[config.mk]
export PLATFORM = sky130hd
export DESIGN_NAME = dfm_gate_sched_flat
export DESIGN_NICKNAME = d
export VERILOG_FILES = /design/src/rtl/dfm_gate_sched_pkg.sv /design/src/rtl/dfm_gate_sched_if.sv /design/src/rtl/dfm_gate_sched_rr_pick.sv /design/src/rtl/dfm_gate_sched.sv /design/src/flat_wrapper.sv
export SDC_FILE = /design/constraint.sdc
export NUM_CORES = 1
export LEC_CHECK = 0
export ABC_AREA = 1
export BUFFER_PORTS_ARGS = -buffer_cell sky130_fd_sc_hd__buf_2
export CELL_PAD_IN_SITES_DETAIL_PLACEMENT = 1
export CELL_PAD_IN_SITES_GLOBAL_PLACEMENT = 1
export CORE_MARGIN = 2
export CORE_UTILIZATION = 46
export DETAILED_ROUTE_END_ITERATION = 10
export GPL_ROUTABILITY_DRIVEN = 0
export PLACE_DENSITY = 0.85
export REMOVE_ABC_BUFFERS = 1
export SLEW_MARGIN = 25
export SYNTH_ARGS = -nofsm -noshare
export SYNTH_HDL_FRONTEND = slang
export SYNTH_HIERARCHICAL = 1
export SYNTH_SLANG_ARGS = --single-unit
[constraint.sdc]
create_clock -name clk_i -period 7.25 [get_ports clk_i]
set_input_delay 0 -clock clk_i [delete_from_list [all_inputs] [get_ports clk_i]]
set_output_delay 0 -clock clk_i [all_outputs]
set_load 0.05 [all_outputs]
[src/rtl/dfm_gate_sched_pkg.sv]
// Shared types and sizing constants for the frequency-measurement gate scheduler.
package dfm_pkg;

    localparam int unsigned N_CH   = 5;
    localparam int unsigned GATE_W = 32;
    localparam int unsigned SEL_W  = $clog2(N_CH);

    localparam logic [GATE_W-1:0] DEFAULT_GATE_TIME = GATE_W'(16);

    typedef enum logic [1:0] {
        IDLE  = 2'd0,
        CLEAR = 2'd1,
        GATE  = 2'd2,
        WAIT  = 2'd3
    } dfm_sched_state_t;

endpackage : dfm_pkg

[src/rtl/dfm_gate_sched_if.sv]
// Scheduler control/result bus: enables and gate time in, datapath controls and result handshake out.
interface dfm_gate_sched_if;
    import dfm_pkg::*;

    logic [N_CH-1:0]   chan_en_i;
    logic [GATE_W-1:0] gate_time_i;
    logic              res_ready_i;
    logic [SEL_W-1:0]  sel_o;
    logic              clr_o;
    logic              gate_o;
    logic              res_valid_o;
    logic              abort_o;

    // Scheduler side
    modport master (
        input  chan_en_i, gate_time_i, res_ready_i,
        output sel_o, clr_o, gate_o, res_valid_o, abort_o
    );

    // Sequencer / datapath / reader side
    modport slave (
        output chan_en_i, gate_time_i, res_ready_i,
        input  sel_o, clr_o, gate_o, res_valid_o, abort_o
    );

endinterface : dfm_gate_sched_if

[src/rtl/dfm_gate_sched_rr_pick.sv]
// Combinational round-robin finder: first requesting channel strictly after i_last, wrapping.
module rr_pick
    import dfm_pkg::*;
(
    input  logic [N_CH-1:0]  i_req,
    input  logic [SEL_W-1:0] i_last,
    output logic [SEL_W-1:0] o_idx,
    output logic             o_any
);

    logic        w_found;
    int unsigned w_cand;

    // Scan offsets 1..N_CH from the last served channel; offset N_CH is last itself
    always_comb begin
        o_idx   = '0;
        o_any   = |i_req;
        w_found = 1'b0;
        w_cand  = 0;
        for (int unsigned k = 1; k <= N_CH; k++) begin
            w_cand = (32'(i_last) + k) % N_CH;
            if (!w_found && i_req[SEL_W'(w_cand)]) begin
                o_idx   = SEL_W'(w_cand);
                w_found = 1'b1;
            end
        end
    end

endmodule : rr_pick

[src/rtl/dfm_gate_sched.sv]
// Round-robin gate scheduler: clear, gate for G cycles, then hand the result slot downstream.
module dfm_gate_sched
    import dfm_pkg::*;
(
    input  logic              clk_i,
    input  logic              rst_i,
    dfm_gate_sched_if.master  bus
);

    dfm_sched_state_t  r_state, w_state_nxt;
    logic [SEL_W-1:0]  r_sel, w_sel_nxt;
    logic [SEL_W-1:0]  r_last, w_last_nxt;
    logic [GATE_W-1:0] r_cnt, w_cnt_nxt;
    logic              r_abort, w_abort_nxt;
    logic              r_clr, r_gate, r_valid;
    logic              w_clr_nxt, w_gate_nxt, w_valid_nxt;

    logic [SEL_W-1:0]  w_pick_idx;
    logic              w_pick_any;
    logic              w_sel_en;

    rr_pick u_rr_pick (
        .i_req  (bus.chan_en_i),
        .i_last (r_last),
        .o_idx  (w_pick_idx),
        .o_any  (w_pick_any)
    );

    assign w_sel_en = bus.chan_en_i[r_sel];

    // State, channel bookkeeping and registered output decodes
    always_ff @(posedge clk_i or posedge rst_i) begin
        if (rst_i) begin
            r_state <= IDLE;
            r_sel   <= '0;
            r_last  <= SEL_W'(N_CH - 1);
            r_cnt   <= '0;
            r_abort <= 1'b0;
            r_clr   <= 1'b0;
            r_gate  <= 1'b0;
            r_valid <= 1'b0;
        end else begin
            r_state <= w_state_nxt;
            r_sel   <= w_sel_nxt;
            r_last  <= w_last_nxt;
            r_cnt   <= w_cnt_nxt;
            r_abort <= w_abort_nxt;
            r_clr   <= w_clr_nxt;
            r_gate  <= w_gate_nxt;
            r_valid <= w_valid_nxt;
        end
    end

    // Next-state logic; a disabled channel during CLEAR/GATE aborts and is skipped next round
    always_comb begin
        w_state_nxt = r_state;
        w_sel_nxt   = r_sel;
        w_last_nxt  = r_last;
        w_cnt_nxt   = r_cnt;
        w_abort_nxt = 1'b0;

        unique case (r_state)
            IDLE: begin
                if (w_pick_any) begin
                    w_sel_nxt   = w_pick_idx;
                    w_state_nxt = CLEAR;
                end
            end
            CLEAR: begin
                w_cnt_nxt = (bus.gate_time_i == '0) ? '0 : bus.gate_time_i - GATE_W'(1);
                if (!w_sel_en) begin
                    w_state_nxt = IDLE;
                    w_abort_nxt = 1'b1;
                    w_last_nxt  = r_sel;
                end else begin
                    w_state_nxt = GATE;
                end
            end
            GATE: begin
                if (!w_sel_en) begin
                    w_state_nxt = IDLE;
                    w_abort_nxt = 1'b1;
                    w_last_nxt  = r_sel;
                end else if (r_cnt == '0) begin
                    w_state_nxt = WAIT;
                end else begin
                    w_cnt_nxt = r_cnt - GATE_W'(1);
                end
            end
            WAIT: begin
                if (bus.res_ready_i) begin
                    w_last_nxt  = r_sel;
                    w_state_nxt = IDLE;
                end
            end
            default: w_state_nxt = IDLE;
        endcase

        w_clr_nxt   = (w_state_nxt == CLEAR);
        w_gate_nxt  = (w_state_nxt == GATE);
        w_valid_nxt = (w_state_nxt == WAIT);
    end

    assign bus.sel_o       = r_sel;
    assign bus.clr_o       = r_clr;
    assign bus.gate_o      = r_gate;
    assign bus.res_valid_o = r_valid;
    assign bus.abort_o     = r_abort;

endmodule : dfm_gate_sched

[src/flat_wrapper.sv]
// flat-port wrapper written by rule: the top's interface ports become plain ports
module dfm_gate_sched_flat import dfm_pkg::*;
  (clk_i, rst_i, bus_chan_en_i, bus_gate_time_i, bus_res_ready_i, bus_sel_o, bus_clr_o, bus_gate_o, bus_res_valid_o, bus_abort_o);
  dfm_gate_sched_if bus_i ();
  input  logic clk_i;
  input  logic rst_i;
  input wire logic [$bits(bus_i.chan_en_i)-1:0] bus_chan_en_i;
  input wire logic [$bits(bus_i.gate_time_i)-1:0] bus_gate_time_i;
  input wire logic [$bits(bus_i.res_ready_i)-1:0] bus_res_ready_i;
  output wire logic [$bits(bus_i.sel_o)-1:0] bus_sel_o;
  output wire logic [$bits(bus_i.clr_o)-1:0] bus_clr_o;
  output wire logic [$bits(bus_i.gate_o)-1:0] bus_gate_o;
  output wire logic [$bits(bus_i.res_valid_o)-1:0] bus_res_valid_o;
  output wire logic [$bits(bus_i.abort_o)-1:0] bus_abort_o;
  assign bus_i.chan_en_i = bus_chan_en_i;
  assign bus_i.gate_time_i = bus_gate_time_i;
  assign bus_i.res_ready_i = bus_res_ready_i;
  assign bus_sel_o = bus_i.sel_o;
  assign bus_clr_o = bus_i.clr_o;
  assign bus_gate_o = bus_i.gate_o;
  assign bus_res_valid_o = bus_i.res_valid_o;
  assign bus_abort_o = bus_i.abort_o;
  dfm_gate_sched u_core (.clk_i(clk_i), .rst_i(rst_i), .bus(bus_i));
endmodule
Word level (Yosys, flattened, before mapping)

Index checks and enable logic that the tools add are counted.

Add/subtract/negate cells: 7
Div/mod/pow operators: 5
$lt $le $gt $ge: 6
Eq/ne operators: 10
Muxes and demuxes: 36
Reductions and logical operators: 18

Operators by type and width:

| kind                                                                         | count |
|---|---|
| 32-bit by 3-bit modulo with 32-bit output, second input constant             | 5 |
| 32-bit 2-to-1 mux                                                            | 3 |
| 32-bit logical NOT                                                           | 2 |
| 32-bit one-hot mux with 2 select lines                                       | 1 |
| 32-bit by 1-bit subtractor with 32-bit output, second input constant         | 2 |
| 3-bit by 4-bit less-than comparator with 1-bit output, second input constant | 6 |
| 3-bit 2-to-1 mux                                                             | 7 |
| 1-bit binary-select mux with 3-bit select                                    | 6 |
| 1-bit 2-to-1 mux                                                             | 12 |
| 2-bit 2-to-1 mux                                                             | 5 |
| 3-bit by 2-bit adder with 4-bit output, second input constant                | 2 |
| 3-bit by 3-bit adder with 4-bit output, second input constant                | 2 |
| 2-bit equality test, second input constant                                   | 4 |
| 2-bit one-hot mux with 4 select lines                                        | 1 |
| 2-bit inequality test, second input constant                                 | 3 |
| 3-bit one-hot mux with 2 select lines                                        | 1 |
| 3-bit AND reduction                                                          | 2 |
| 5-bit OR reduction                                                           | 1 |
| 3-bit by 1-bit adder with 4-bit output, second input constant                | 1 |
| 2-bit by 1-bit equality test with 1-bit output, second input constant        | 2 |
| 1-bit logical AND                                                            | 4 |
| 1-bit logical NOT                                                            | 4 |
| 2-bit nonzero test                                                           | 2 |
| 2-bit logical NOT                                                            | 1 |
| 3 further kinds                                                              | 3 |

Flip-flop bits (word level): 44

Depth between registers and ports, before layout

Depth after elaboration: 17
Gate-level depth with buffers: 26

Cells and area by module

Netlist, hierarchy kept.

Modules (own cells, without submodules):

| module         | instances | cells each | area each (sq um) |
|---|---|---|---|
| dfm_gate_sched | 1         | 644        | 3886.2 |
| rr_pick        | 1         | 287        | 1675.4 |

Worst setup path after synthesis

No wires, ideal clock.

Kind: register to register
Start point: reg u_core.r_last[0]
End point: reg u_core.r_sel[0] (netlist: u_core/bus.sel_o[0])
Arrival: 3291 ps
Required time: 7125 ps
Slack: 3834 ps
Stages on the path, launching flop included: 22
Path buffers: 0
Cells stage by stage: dfrtp_1 > clkinv_1 > ha_1 > ha_1 > nor2_1 > nand2_1 > nand2_1 > xor2_1 > ha_1 > inv_1 > o211ai_2 > nand2_2 > inv_1 > nor2_1 > o21bai_1 > nand3_1 > nand2_1 > inv_1 > nand4_1 > nand3_2 > nor2_1 > a21oi_1

Cells in the longest elaborated chain, start to end: 17

Ends and longest elaborated chain:

| element                                   | RTL line                     | RTL |
|---|---|---|
| start: declaration                        | dfm_gate_sched.sv:12         | `logic [SEL_W-1:0] r_last, w_last_nxt;` |
| start signal: assignment                  | dfm_gate_sched.sv:36         | `r_last <= SEL_W'(N_CH - 1);` |
| start signal: assignment                  | dfm_gate_sched.sv:45         | `r_last <= w_last_nxt;` |
| 3-bit by 1-bit adder with 4-bit output    | dfm_gate_sched_rr_pick.sv:21 | `w_cand = (32'(i_last) + k) % N_CH;` |
| 32-bit by 3-bit modulo with 32-bit output | dfm_gate_sched_rr_pick.sv:21 |  |
| 1-bit binary-select mux with 3-bit select | dfm_gate_sched_rr_pick.sv:22 | `if (!w_found && i_req[SEL_W'(w_cand)]) begin` |
| 1-bit 2-to-1 mux (implied by the code)    | dfm_gate_sched_rr_pick.sv:22 |  |
| 1-bit 2-to-1 mux                          | dfm_gate_sched_rr_pick.sv:22 |  |
| 1-bit logical NOT                         | dfm_gate_sched_rr_pick.sv:22 |  |
| 1-bit logical AND                         | dfm_gate_sched_rr_pick.sv:22 |  |
| 1-bit 2-to-1 mux                          | dfm_gate_sched_rr_pick.sv:22 |  |
| [... 2 more ...]                          | -                            |  |
| 1-bit 2-to-1 mux                          | dfm_gate_sched_rr_pick.sv:22 |  |
| 1-bit logical NOT                         | dfm_gate_sched_rr_pick.sv:22 |  |
| 1-bit logical AND                         | dfm_gate_sched_rr_pick.sv:22 |  |
| 1-bit 2-to-1 mux                          | dfm_gate_sched_rr_pick.sv:22 |  |
| 1-bit logical NOT                         | dfm_gate_sched_rr_pick.sv:22 |  |
| 1-bit logical AND                         | dfm_gate_sched_rr_pick.sv:22 |  |
| 3-bit 2-to-1 mux (*)                      | dfm_gate_sched_rr_pick.sv:22 |  |
| via u_core.w_pick_idx[0]                  | dfm_gate_sched.sv:18         | `logic [SEL_W-1:0] w_pick_idx;` |
| end signal: assignment                    | dfm_gate_sched.sv:44         | `r_sel <= w_sel_nxt;` |
| end: declaration                          | dfm_gate_sched.sv:11         | `logic [SEL_W-1:0] r_sel, w_sel_nxt;` |

The timed path passes the listed nets; every way through them passes the cells marked *. The select of a mux whose other input is x is not followed.
A chain may end at the register's enable or synchronous reset.

Worst setup path after layout

Start point: reg u_core.r_last[0]
End point: reg u_core.r_sel[1] (netlist: u_core/bus.sel_o[1])

The elaborated chain is that of the path after synthesis.

==> impl_metrics.sql <==
INSERT INTO impl_metrics (metric_group, metric, value, unit) VALUES
('route', 'routed-via-count', '6007', ''),
('cts', 'postCtsSetupRepairBufs', '0', ''),
('sta', 'worst_hold_slack', '0.137', 'ns'),
('setup_path', 'count_of_cells_along_the_worst_register_to_register_path', '23', ''),
('cts', 'ctsResizeCount', '0', ''),
('floorplan', 'io-pin-count', '47', ''),
('route', 'drtAntennaViolNets', '0', ''),
('sta', 'fin_tns_setup', '0', 'ns'),
('setup_path', 'cp.required', '7.47', 'ns'),
('finish', 'multiInputGateArea', '3860', 'um2'),
('sta', 'max_slew.worst_pin.slew', '0.916', 'ns'),
('floorplan', 'initial_utilization', '46.7', '%'),
('finish', 'diodes', '0', ''),
('cts', 'cts-root-to-sink-buffers', '2', ''),
('finish', 'fillers', '1733', ''),
('power_and_ir_drop', 'internal_power', '1.35', 'mW'),
('route', 'detail_route.wl_per_cell', '15.2', 'um'),
('setup_path', 'worstSetupEndpointType', 'flip-flop', ''),
('finish', 'layout.cells.non_filler', '1120', ''),
('global_route', 'grt_pass1_vias', '6175', ''),
('finish', 'post_route_cells_drive_above_1_share', '11.7', '%'),
('logic_synthesis', 'synth.cell_area', '5560', 'um2'),
('logic_synthesis', 'synth-main-ff-cell', 'sky130_fd_sc_hd__dfrtp_1', ''),
('route', 'drt-total-wl', '17000', 'um'),
('setup_path', 'setup.worst_path.class', 'flip-flop to flip-flop', ''),
('cts', 'h-tree-depth', '2', ''),
('sta', 'min_period_over_period', '63.6', '%'),
('power_and_ir_drop', 'portion_of_total_power_attributed_to_sequential_cells', '15.8', '%'),
('cts', 'worstSkewPairLatency', '0.30', 'ns'),
('logic_synthesis', 'synth.top_cells.by_count', '297 x sky130_fd_sc_hd__nand2_1, 122 x sky130_fd_sc_hd__nor2_1, 119 x sky130_fd_sc_hd__inv_1, 82 x sky130_fd_sc_hd__nand3_1, 50 x sky130_fd_sc_hd__o21ai_0', ''),
('finish', 'sequential_cell_area', '1100', 'um2'),
('placement', 'placed_area', '5880', 'um2'),
('logic_synthesis', 'warning_count_from_the_yosys_run', '6', ''),
('placement', 'dp_hpwl', '13500', 'um'),
('logic_synthesis', 'number_of_enable_type_register_cells_in_the_synthesized_netlist', '0', ''),
('setup_path', 'worst-endpoint-arrival', '4.83', 'ns'),
('worst_hold_path', 'cell_depth_of_the_worst_hold_path', '6', ''),
('cts', 'cts.root.buffer_cell', 'sky130_fd_sc_hd__clkbuf_16', ''),
('power_and_ir_drop', 'proportion_of_power_drawn_by_combinational_gates', '76.0', '%'),
('worst_hold_path', 'min_path_type', 'input pin to flip-flop', ''),
('finish', 'fin_area', '6080', 'um2'),
('cts', 'tritoncts.num_buffers', '5', ''),
('setup_path', 'critPathMaxFanout', '20', ''),
('sta', 'final_number_of_hold_violating_endpoints', '0', ''),
('setup_path', 'rr_endpoint', 'u_core/bus.sel_o[1]', ''),
('global_route', 'grt_pass1_wl', '28200', 'um'),
('route', 'drc_errors', '0', ''),
('floorplan', 'die_h', '114', 'um'),
('cts', 'tritoncts', 'yes', ''),
('power_and_ir_drop', 'switching_share', '59.9', '%'),
('logic_synthesis', 'top_cell_type_by_total_area_after_synthesis', 'sky130_fd_sc_hd__nand2_1', ''),
('logic_synthesis', 'ys_types', '43', ''),
('run_status', 'result_of_the_run', 'finished clean', ''),
('sta', 'timing.fmax', '217', 'MHz'),
('worst_hold_path', 'worstHoldEndpoint', 'u_core/r_cnt[16]', ''),
('power_and_ir_drop', 'leakage', '3.18', 'nW'),
('sta', 'setup_viol', '0', ''),
('worst_hold_path', 'hp-start', 'bus_gate_time_i[16]', ''),
('cts', 'post_cts_hold_buffer_count', '2', ''),
('logic_synthesis', 'synth.top_cell.area_share', '20.0', '%'),
('global_route', 'largest_net_degree_at_the_start_of_global_routing', '47', ''),
('cts', 'clock_sink_count', '44', ''),
('placement', 'placement.io_buffers', '46', ''),
('finish', 'synthToLayoutAreaGrowth', '9.25', '%'),
('power_and_ir_drop', 'clock_power_share', '8.2', '%'),
('global_route', 'antenna_violations_before_repair', '0', ''),
('sta', 'timing.max_slew.rel_slack', '38.9', '%'),
('sta', 'rsz0062_at_grt', 'no', ''),
('finish', 'nNetsFinal', '1046', ''),
('logic_synthesis', 'seq_area_frac_synth', '19.8', '%'),
('cts', 'worst_setup_hold_path_clk_slew', '0.07', 'ns');
## critical path, stage by stage, from the launching register on
cell and delay [ns]:
sky130_fd_sc_hd__dfrtp_1 0.81, sky130_fd_sc_hd__clkinv_1 0.57, sky130_fd_sc_hd__ha_1 0.68, sky130_fd_sc_hd__inv_1 0.19, sky130_fd_sc_hd__nor2_2 0.19, sky130_fd_sc_hd__nand2_1 0.10
sky130_fd_sc_hd__o21ai_0 0.12, sky130_fd_sc_hd__inv_1 0.12, sky130_fd_sc_hd__ha_1 0.23, sky130_fd_sc_hd__inv_1 0.06, sky130_fd_sc_hd__nand3_1 0.13, sky130_fd_sc_hd__nand3_2 0.16
sky130_fd_sc_hd__nand2_2 0.08, sky130_fd_sc_hd__nand2_2 0.10, sky130_fd_sc_hd__nand2_1 0.06, sky130_fd_sc_hd__nand3_1 0.08, sky130_fd_sc_hd__nand2_1 0.06, sky130_fd_sc_hd__nand2_1 0.07
sky130_fd_sc_hd__nand2_2 0.09, sky130_fd_sc_hd__nor2_4 0.18, sky130_fd_sc_hd__nand3_1 0.10, sky130_fd_sc_hd__nand3_1 0.12, sky130_fd_sc_hd__nor2_1 0.06, sky130_fd_sc_hd__a21oi_1 0.14
## cell type report
class,instances,area share [%]
Tap cell,147,3.03
Clock inverter,3,0.762
Inverter,131,8.15
Clock buffer,5,2.06
Timing Repair Buffer,49,4.24
Sequential cell,44,18.1
Multi-Input combinational cell,741,63.6
## layer usage
metal  vias up  part of all wire [%]  track usage (%)
met2       107                    50             50.4
met4         0                   3.4             10.7
met5         -                     0                0
met3        43                   2.3             2.34
li1       3026                     -                -
met1      2831                    44             30.9
## worst max-delay path by stage
stage,startpoint,to
floorplan,u_core/r_last[0],u_core/bus.sel_o[0]
global placement,u_core/r_last[0],u_core/bus.sel_o[1]
detailed placement,u_core/r_last[0],u_core/bus.sel_o[1]
CTS,u_core/r_last[0],u_core/bus.sel_o[1]
global route,u_core/r_last[0],u_core/bus.sel_o[1]
finish,u_core/r_last[0],u_core/bus.sel_o[1]
## cells in the final DEF, fill, tap and decap left out, types with 7 or more instances in the layout
| cell type | instances |
|---|---|
| sky130_fd_sc_hd__a21oi_1 | 17 |
| sky130_fd_sc_hd__buf_2 | 46 |
| sky130_fd_sc_hd__dfrtp_1 | 43 |
| sky130_fd_sc_hd__ha_1 | 33 |
| sky130_fd_sc_hd__inv_1 | 118 |
| sky130_fd_sc_hd__inv_2 | 10 |
| sky130_fd_sc_hd__nand2_1 | 297 |
| sky130_fd_sc_hd__nand2_2 | 11 |
| sky130_fd_sc_hd__nand3_1 | 82 |
| sky130_fd_sc_hd__nand3_2 | 10 |
| sky130_fd_sc_hd__nand4_1 | 20 |
| sky130_fd_sc_hd__nor2_1 | 122 |
| sky130_fd_sc_hd__nor2_2 | 8 |
| sky130_fd_sc_hd__o21ai_0 | 50 |
| sky130_fd_sc_hd__o21ai_1 | 11 |
| sky130_fd_sc_hd__o21bai_1 | 8 |
| sky130_fd_sc_hd__xnor2_1 | 7 |
| sky130_fd_sc_hd__xor2_1 | 27 |
## logic make-up after synthesis
family	after synthesis	synth area share (%)
AND/OR/NAND/NOR	570	45.7
AO/OA/AOI/OAI	103	10.7
flip-flops	44	19.8
adder cells (fa/ha/maj)	34	7.78
buffers and inverters	146	10.7
XOR/XNOR	34	5.35
## through the flow
| step | util [%] | setup slack [ns] |
|---|---|---|
| after floorplan | - | 3.42 |
| after CTS | 51.0 | 2.60 |
| after global placement | 49.4 | 2.84 |
| after detailed placement | 49.4 | 2.60 |
| after global routing | 51.0 | 2.12 |
| final | 51.0 | 2.64 |
## power groups by stage
| stage | Sequential (mW) | Combinational [mW] | Clock [mW] |
|---|---|---|---|
| 2_1_floorplan | 0.543 | 1.90 | 0 |
| 3_3_place_gp | 0.527 | 2.42 | 0 |
| 3_5_place_dp | 0.530 | 2.52 | 0 |
| 4_1_cts | 0.529 | 2.54 | 0.280 |
| 5_1_grt | 0.550 | 2.89 | 0.287 |
| 6_report | 0.531 | 2.55 | 0.274 |
## registers in the layout, summed over array words and instances, names as in the netlist
register and cells:
u_core/bus.sel_o 3, u_core/bus.gate_o 1, u_core/bus.clr_o 1, u_core/r_cnt 32, u_core/r_state 2, u_core/bus.abort_o 1
u_core/bus.res_valid_o 1, u_core/r_last 3
(Power assumes the default switching activity.)
